## src/rtl/count_sched_pkg.sv

```systemverilog
// Shared types and helpers for the count_sched round-robin counter scheduler.
package count_sched_pkg;

  typedef enum logic [1:0] {
    IDLE = 2'd0,
    RUN  = 2'd1,
    DONE = 2'd2
  } state_t;

  localparam int DEF_CW = 4;

  // Index of the set bit in a one-hot (up to 8 bits) vector; zero when no bit is set.
  function automatic logic [2:0] onehot_to_idx(input logic [7:0] oh);
    logic [2:0] idx;
    idx = '0;
    for (int i = 0; i < 8; i++) begin
      if (oh[i]) idx = 3'(i);
    end
    return idx;
  endfunction

endpackage

```

## src/rtl/rr_arbiter.sv

```systemverilog
// Combinational round-robin arbiter: scans req starting at ptr, wrapping at NREQ.
module rr_arbiter #(
  parameter int NREQ = 4,
  parameter int IW   = 2
) (
  input  logic [NREQ-1:0] req,
  input  logic [IW-1:0]   ptr,
  output logic [NREQ-1:0] winner,
  output logic [IW-1:0]   winner_idx,
  output logic            valid
);

  logic [2*NREQ-1:0] req_dbl;
  logic [NREQ-1:0]   rotated;
  logic [IW-1:0]     offset;
  logic [IW:0]       sum;

  // Rotate requests so ptr sits at bit 0, take the lowest set bit, then rotate the index back.
  always_comb begin
    req_dbl = {req, req};
    rotated = NREQ'(req_dbl >> ptr);
    valid   = 1'b0;
    offset  = '0;
    for (int k = NREQ - 1; k >= 0; k--) begin
      if (rotated[k]) begin
        valid  = 1'b1;
        offset = IW'(k);
      end
    end
    sum = {1'b0, ptr} + {1'b0, offset};
    if (sum >= (IW+1)'(NREQ)) sum = sum - (IW+1)'(NREQ);
    winner_idx = sum[IW-1:0];
    winner     = valid ? (NREQ'(1) << winner_idx) : '0;
  end

endmodule

```

## src/rtl/count_sched.sv

```systemverilog
// Round-robin scheduler sharing one up-counter among NREQ requesters, each asking for a len+1 cycle slot.
import count_sched_pkg::*;

module count_sched #(
  parameter int NREQ = 4,
  parameter int CW   = DEF_CW
) (
  input  logic               clk,
  input  logic               reset_n,
  input  logic [NREQ-1:0]    req,
  input  logic [NREQ*CW-1:0] len,
  output logic [NREQ-1:0]    grant,
  output logic               busy,
  output logic [CW-1:0]      cnt,
  output logic [NREQ-1:0]    done
);

  localparam int IW = (NREQ > 1) ? $clog2(NREQ) : 1;

  state_t          state, state_d;
  logic [IW-1:0]   ptr, ptr_d;
  logic [CW-1:0]   len_q, len_q_d;
  logic [CW-1:0]   cnt_d;
  logic [NREQ-1:0] grant_d, done_d;
  logic            busy_d;

  logic [NREQ-1:0] win;
  logic [IW-1:0]   win_idx;
  logic            win_valid;
  logic [CW-1:0]   win_len;
  logic [IW-1:0]   ptr_after_win;

  logic [7:0]      grant8, req8;
  logic [2:0]      owner;

  rr_arbiter #(
    .NREQ(NREQ),
    .IW  (IW)
  ) u_arb (
    .req       (req),
    .ptr       (ptr),
    .winner    (win),
    .winner_idx(win_idx),
    .valid     (win_valid)
  );

  // Owner index from the registered grant, plus the winner's length and the pointer just past it.
  always_comb begin
    grant8 = '0;
    grant8[NREQ-1:0] = grant;
    req8 = '0;
    req8[NREQ-1:0] = req;
    owner = onehot_to_idx(grant8);
    win_len = len[win_idx*CW +: CW];
    if (win_idx == IW'(NREQ - 1)) ptr_after_win = '0;
    else                          ptr_after_win = win_idx + IW'(1);
  end

  // Next-state and next-output logic; abort is checked before terminal count so it wins.
  always_comb begin
    state_d = state;
    ptr_d   = ptr;
    len_q_d = len_q;
    cnt_d   = cnt;
    grant_d = grant;
    busy_d  = busy;
    done_d  = '0;
    case (state)
      IDLE: begin
        grant_d = '0;
        busy_d  = 1'b0;
        cnt_d   = '0;
        if (win_valid) begin
          grant_d = win;
          busy_d  = 1'b1;
          len_q_d = win_len;
          ptr_d   = ptr_after_win;
          state_d = RUN;
        end
      end
      RUN: begin
        if (!req8[owner]) begin
          grant_d = '0;
          busy_d  = 1'b0;
          cnt_d   = '0;
          state_d = IDLE;
        end else if (cnt == len_q) begin
          grant_d = '0;
          busy_d  = 1'b0;
          done_d  = grant;
          state_d = DONE;
        end else begin
          cnt_d = cnt + CW'(1);
        end
      end
      DONE: begin
        grant_d = '0;
        busy_d  = 1'b0;
        cnt_d   = '0;
        state_d = IDLE;
      end
      default: begin
        grant_d = '0;
        busy_d  = 1'b0;
        cnt_d   = '0;
        state_d = IDLE;
      end
    endcase
  end

  // State, pointer, latched length and all outputs are registered; reset drops everything at once.
  always_ff @(posedge clk or negedge reset_n) begin
    if (!reset_n) begin
      state <= IDLE;
      ptr   <= '0;
      len_q <= '0;
      cnt   <= '0;
      grant <= '0;
      busy  <= 1'b0;
      done  <= '0;
    end else begin
      state <= state_d;
      ptr   <= ptr_d;
      len_q <= len_q_d;
      cnt   <= cnt_d;
      grant <= grant_d;
      busy  <= busy_d;
      done  <= done_d;
    end
  end

endmodule
```

## config.mk

```make
export PLATFORM = sky130hd
export DESIGN_NAME = count_sched
export DESIGN_NICKNAME = d
export VERILOG_FILES = /design/src/rtl/count_sched_pkg.sv /design/src/rtl/rr_arbiter.sv /design/src/rtl/count_sched.sv
export SDC_FILE = /design/constraint.sdc
export NUM_CORES = 1
export LEC_CHECK = 0
export BUFFER_PORTS_ARGS = -buffer_cell sky130_fd_sc_hd__buf_2
export CORE_UTILIZATION = 56
export DETAILED_ROUTE_END_ITERATION = 6
export PLACE_DENSITY = 0.92
export SLEW_MARGIN = 20
export SYNTH_ARGS = -nofsm -noshare
export SYNTH_HDL_FRONTEND = slang
export SYNTH_SLANG_ARGS = --single-unit
export TNS_END_PERCENT = 50
```

## constraint.sdc

```tcl
create_clock -name clk -period 3.6 [get_ports clk]
set_input_delay 0.36 -clock clk [delete_from_list [all_inputs] [get_ports clk]]
set_output_delay 0.36 -clock clk [all_outputs]
set_load 0.03 [all_outputs]
```

==> summary.txt <==
Run status
  • Status: complete, no violations

Clock tree
  • Clk slew on worst S/H paths: 0.13 ns
  • # H-tree levels: 1
  • CTS sink count: 21
  • Post-CTS Setup Repair Bufs: 0
  • CTS Buf Count: 3
  • Root buf cell: clkbuf_4
  • Max clock buf depth: 2
  • CTS tree: yes
  • Clock latency on the worst-skew pair: 0.31 ns

Synthesis
  • Distinct cells, synth: 35
  • Syn Inst Count: 138
  • Sequential cell area fraction in the yosys report: 37.8%
  • Synth Cell Area: 1390 um2
  • Post-synth top area share: 37.8%
  • Count of flip-flops with a built-in enable after synthesis: 0
  • Yosys reg bits: 21
  • Synth top area cells: dfrtp_1, mux2i_1, nor3_1, nand2_1, xnor2_1
  • Fraction of registers with async set or reset after synthesis: 100%
  • Synthesis warning total: 0
  • Synthesized Nets: 163
  • Syn Area/Cell: 10.1 um2
  • Most common cell in the netlist: dfrtp_1
  • Main synth FF type: dfrtp_1
  • Post-synth top area cell: dfrtp_1
  • Commonest cells in the netlist: dfrtp_1, mux2i_1, nor3_1, nand2_1, nor2_1

Global routing
  • Vias in the first global route: 1048
  • Antenna violations before repair: 0
  • Total GRT Usage: 24.3%
  • Gr ovfl total: 0
  • First-pass GRT wire length: 4.81 mm
  • Largest net degree at the start of global routing: 26

Floorplan
  • Io pins: 35
  • Core ar.: 2280 um2
  • Row count: 17
  • Die area: 2690 um2
  • Initial core utilization: 61.1%
  • Die Height: 51.8 um
  • Die X: 51.8 um

STA
  • Worst hold margin: 0.510 ns
  • Worst Tran Pin Value: 0.728 ns
  • Hold Vio Cnt, Final: 0
  • Fmax achieved: 0.375 GHz
  • Max-slew violations: 0
  • Final Critical Period: 2.67 ns
  • Endpoints failing setup: 0
  • Tcrit/Tclk final: 74.1%
  • RSZ-0062 raised after global routing: false
  • Setup TNS: 0 ns
  • Clock Skews: 0.00504 ns
  • Post-route setup slack: 0.934 ns
  • Worst slew margin: 51.5%

Worst setup path
  • Worst path bufs/invs: 0
  • Setup crit start kind: flip-flop
  • Crit Path Max Fanout: 12
  • CP endpoint kind: flip-flop
  • Worst-path cell chain: and2b_1 > a221o_1 > nand2_1 > o221ai_1 > ha_1 > mux2i_1 > nor3_1 > mux2i_1 > nand3_1
  • Crit path arrival time: 2.87 ns
  • Critical path class: flip-flop to flip-flop
  • Critical Path Max Stage Delay: 0.65 ns
  • Family with the most delay on the worst path: adder cells
  • WP data required: 3.80 ns
  • Most frequent cell on the critical path: mux2i_1
  • Slowest cell on crit path: ha_1

Hold path
  • HP Class: input port to async pin

Detailed routing
  • Via Count: 1166
  • Final wirelength: 2.85 mm
  • DRT iter0 DRCs: 27
  • Residual DRC: 0
  • DR vias/cell: 5.86
  • Per-cell routed wire length: 14.3 um
  • Remaining antenna violation count: 0
  • TritonRoute pass-1 iters: 4

Layout
  • Nets@finish: 197
  • Fillers: 171
  • Share of cells above drive strength 1: 27.5%
  • Final Cell Area: 1580 um2
  • Synth-to-Final Area Change: 13.8%
  • # diodes: 0

Pwr
  • Tot Pwr: 1.39 mW
  • Pwr dens: 879 nW/um2
  • VDD IR max: 575 uV
  • Leak pwr: 0.778 nW

Placed design
  • Placed Instance Area: 1540 um2
  • Pre-CTS WS: 0.956 ns
  • IO Port Bufs: 34
  • HPWL after detailed placement: 2.17 mm
  • Placer Congestion: 0.839

Job
  • Max Cap Violations: 0
==> cells in the final DEF (no fill, tap or decap), types with 2 or more instances in the layout <==
cell and n:
a211o_1 2, a22o_1 3, and2_1 3, buf_2 34, clkbuf_4 3, dfrtp_1 21
ha_1 3, inv_1 3, mux2i_1 18, nand2_1 14, nand2b_1 3, nand3_1 4
nand4_1 2, nor2_1 10, nor3_1 18, o211ai_1 2, o221ai_1 2, xnor2_1 6
xor2_1 2
==> metrics by stage <==
step / cells / utilization [%]
global route: 199 / 69.5
floorplan: 138 / -
CTS: 199 / 69.5
global placement: 194 / 67.8
detailed placement: 194 / 67.8
finish: 199 / 69.5
==> worst reg2reg max path: cells and delay by family (launching register included) <==
kind | cells | cell delay (ns)
multiplexers | 2 | 0.52
adder cells (fa/ha/maj) | 1 | 0.65
AND/OR/NAND/NOR | 4 | 0.47
flip-flops | 1 | 0.51
AO/OA/AOI/OAI | 2 | 0.42
==> metal layers <==
layer  global-route usage, %  wire, um  vias up
met5                       0         0        -
met3                    3.22       115        2
met4                    6.76        21        0
li1                        -         -      563
met2                    43.2      1470       45
met1                    30.4      1240      556
==> cell type report <==
| class | instances | area [um2] | share of cell area (%) |
|---|---|---|---|
| Timing Repair Buffer | 36 | 188 | 11.9 |
| Clock inverter | 1 | 5.00 | 0.316 |
| Tap cell | 28 | 35.0 | 2.22 |
| Multi-Input combinational cell | 106 | 791 | 50.0 |
| Sequential cell | 21 | 526 | 33.2 |
| Clock buffer | 3 | 22.5 | 1.42 |
| Inverter | 4 | 15.0 | 0.949 |
==> logic make-up (layout without fill, tap and decap cells) <==
kind of cell,count (synthesis),count (layout),synth area share (%)
multiplexers,20,20,14.9
adder cells (fa/ha/maj),3,3,2.70
flip-flops,21,21,37.8
buffers and inverters,11,44,5.31
XOR/XNOR,10,10,9.00
AO/OA/AOI/OAI,16,16,10.1
AND/OR/NAND/NOR,57,57,20.3
==> power breakdown <==
group / internal (mW) / leakage (nW) / switching, mW / total (mW)
logic: 0.373 / 0.485 / 0.502 / 0.875
registers: 0.309 / 0.275 / 0.0887 / 0.398
clock network: 0.0415 / 0.0177 / 0.0769 / 0.118
total: 0.723 / 0.778 / 0.668 / 1.39
==> repair_timing <==
action	4_1_cts	5_1_grt
endpoints found under the hold margin	1	0
gates resized for setup	0	0
hold buffers	1	0
==> flip-flops by register name, indices dropped and copies added, names as in the netlist <==
name and cells:
busy 1, len_q 4, state 2, grant 4
done 4, cnt 4, ptr 2
==> final timing paths <==
kind	start	to	slack, ns	cells after the start
min reg2reg	busy$_DFFE_PN0P_	busy$_DFFE_PN0P_	0.52	1
max	ptr[0]$_DFFE_PN0P_	len_q[1]$_DFFE_PN0P_	0.93	9
max in group asynchronous	reset_n	cnt[1]$_DFFE_PN0P_	2.77	2
min	reset_n	ptr[0]$_DFFE_PN0P_	0.51	2
max reg2reg	ptr[0]$_DFFE_PN0P_	len_q[1]$_DFFE_PN0P_	0.93	9
min in group clk	len[11]	len_q[3]$_DFFE_PN0P_	0.51	5
No activity file was read; power rests on OpenSTA's default activity.
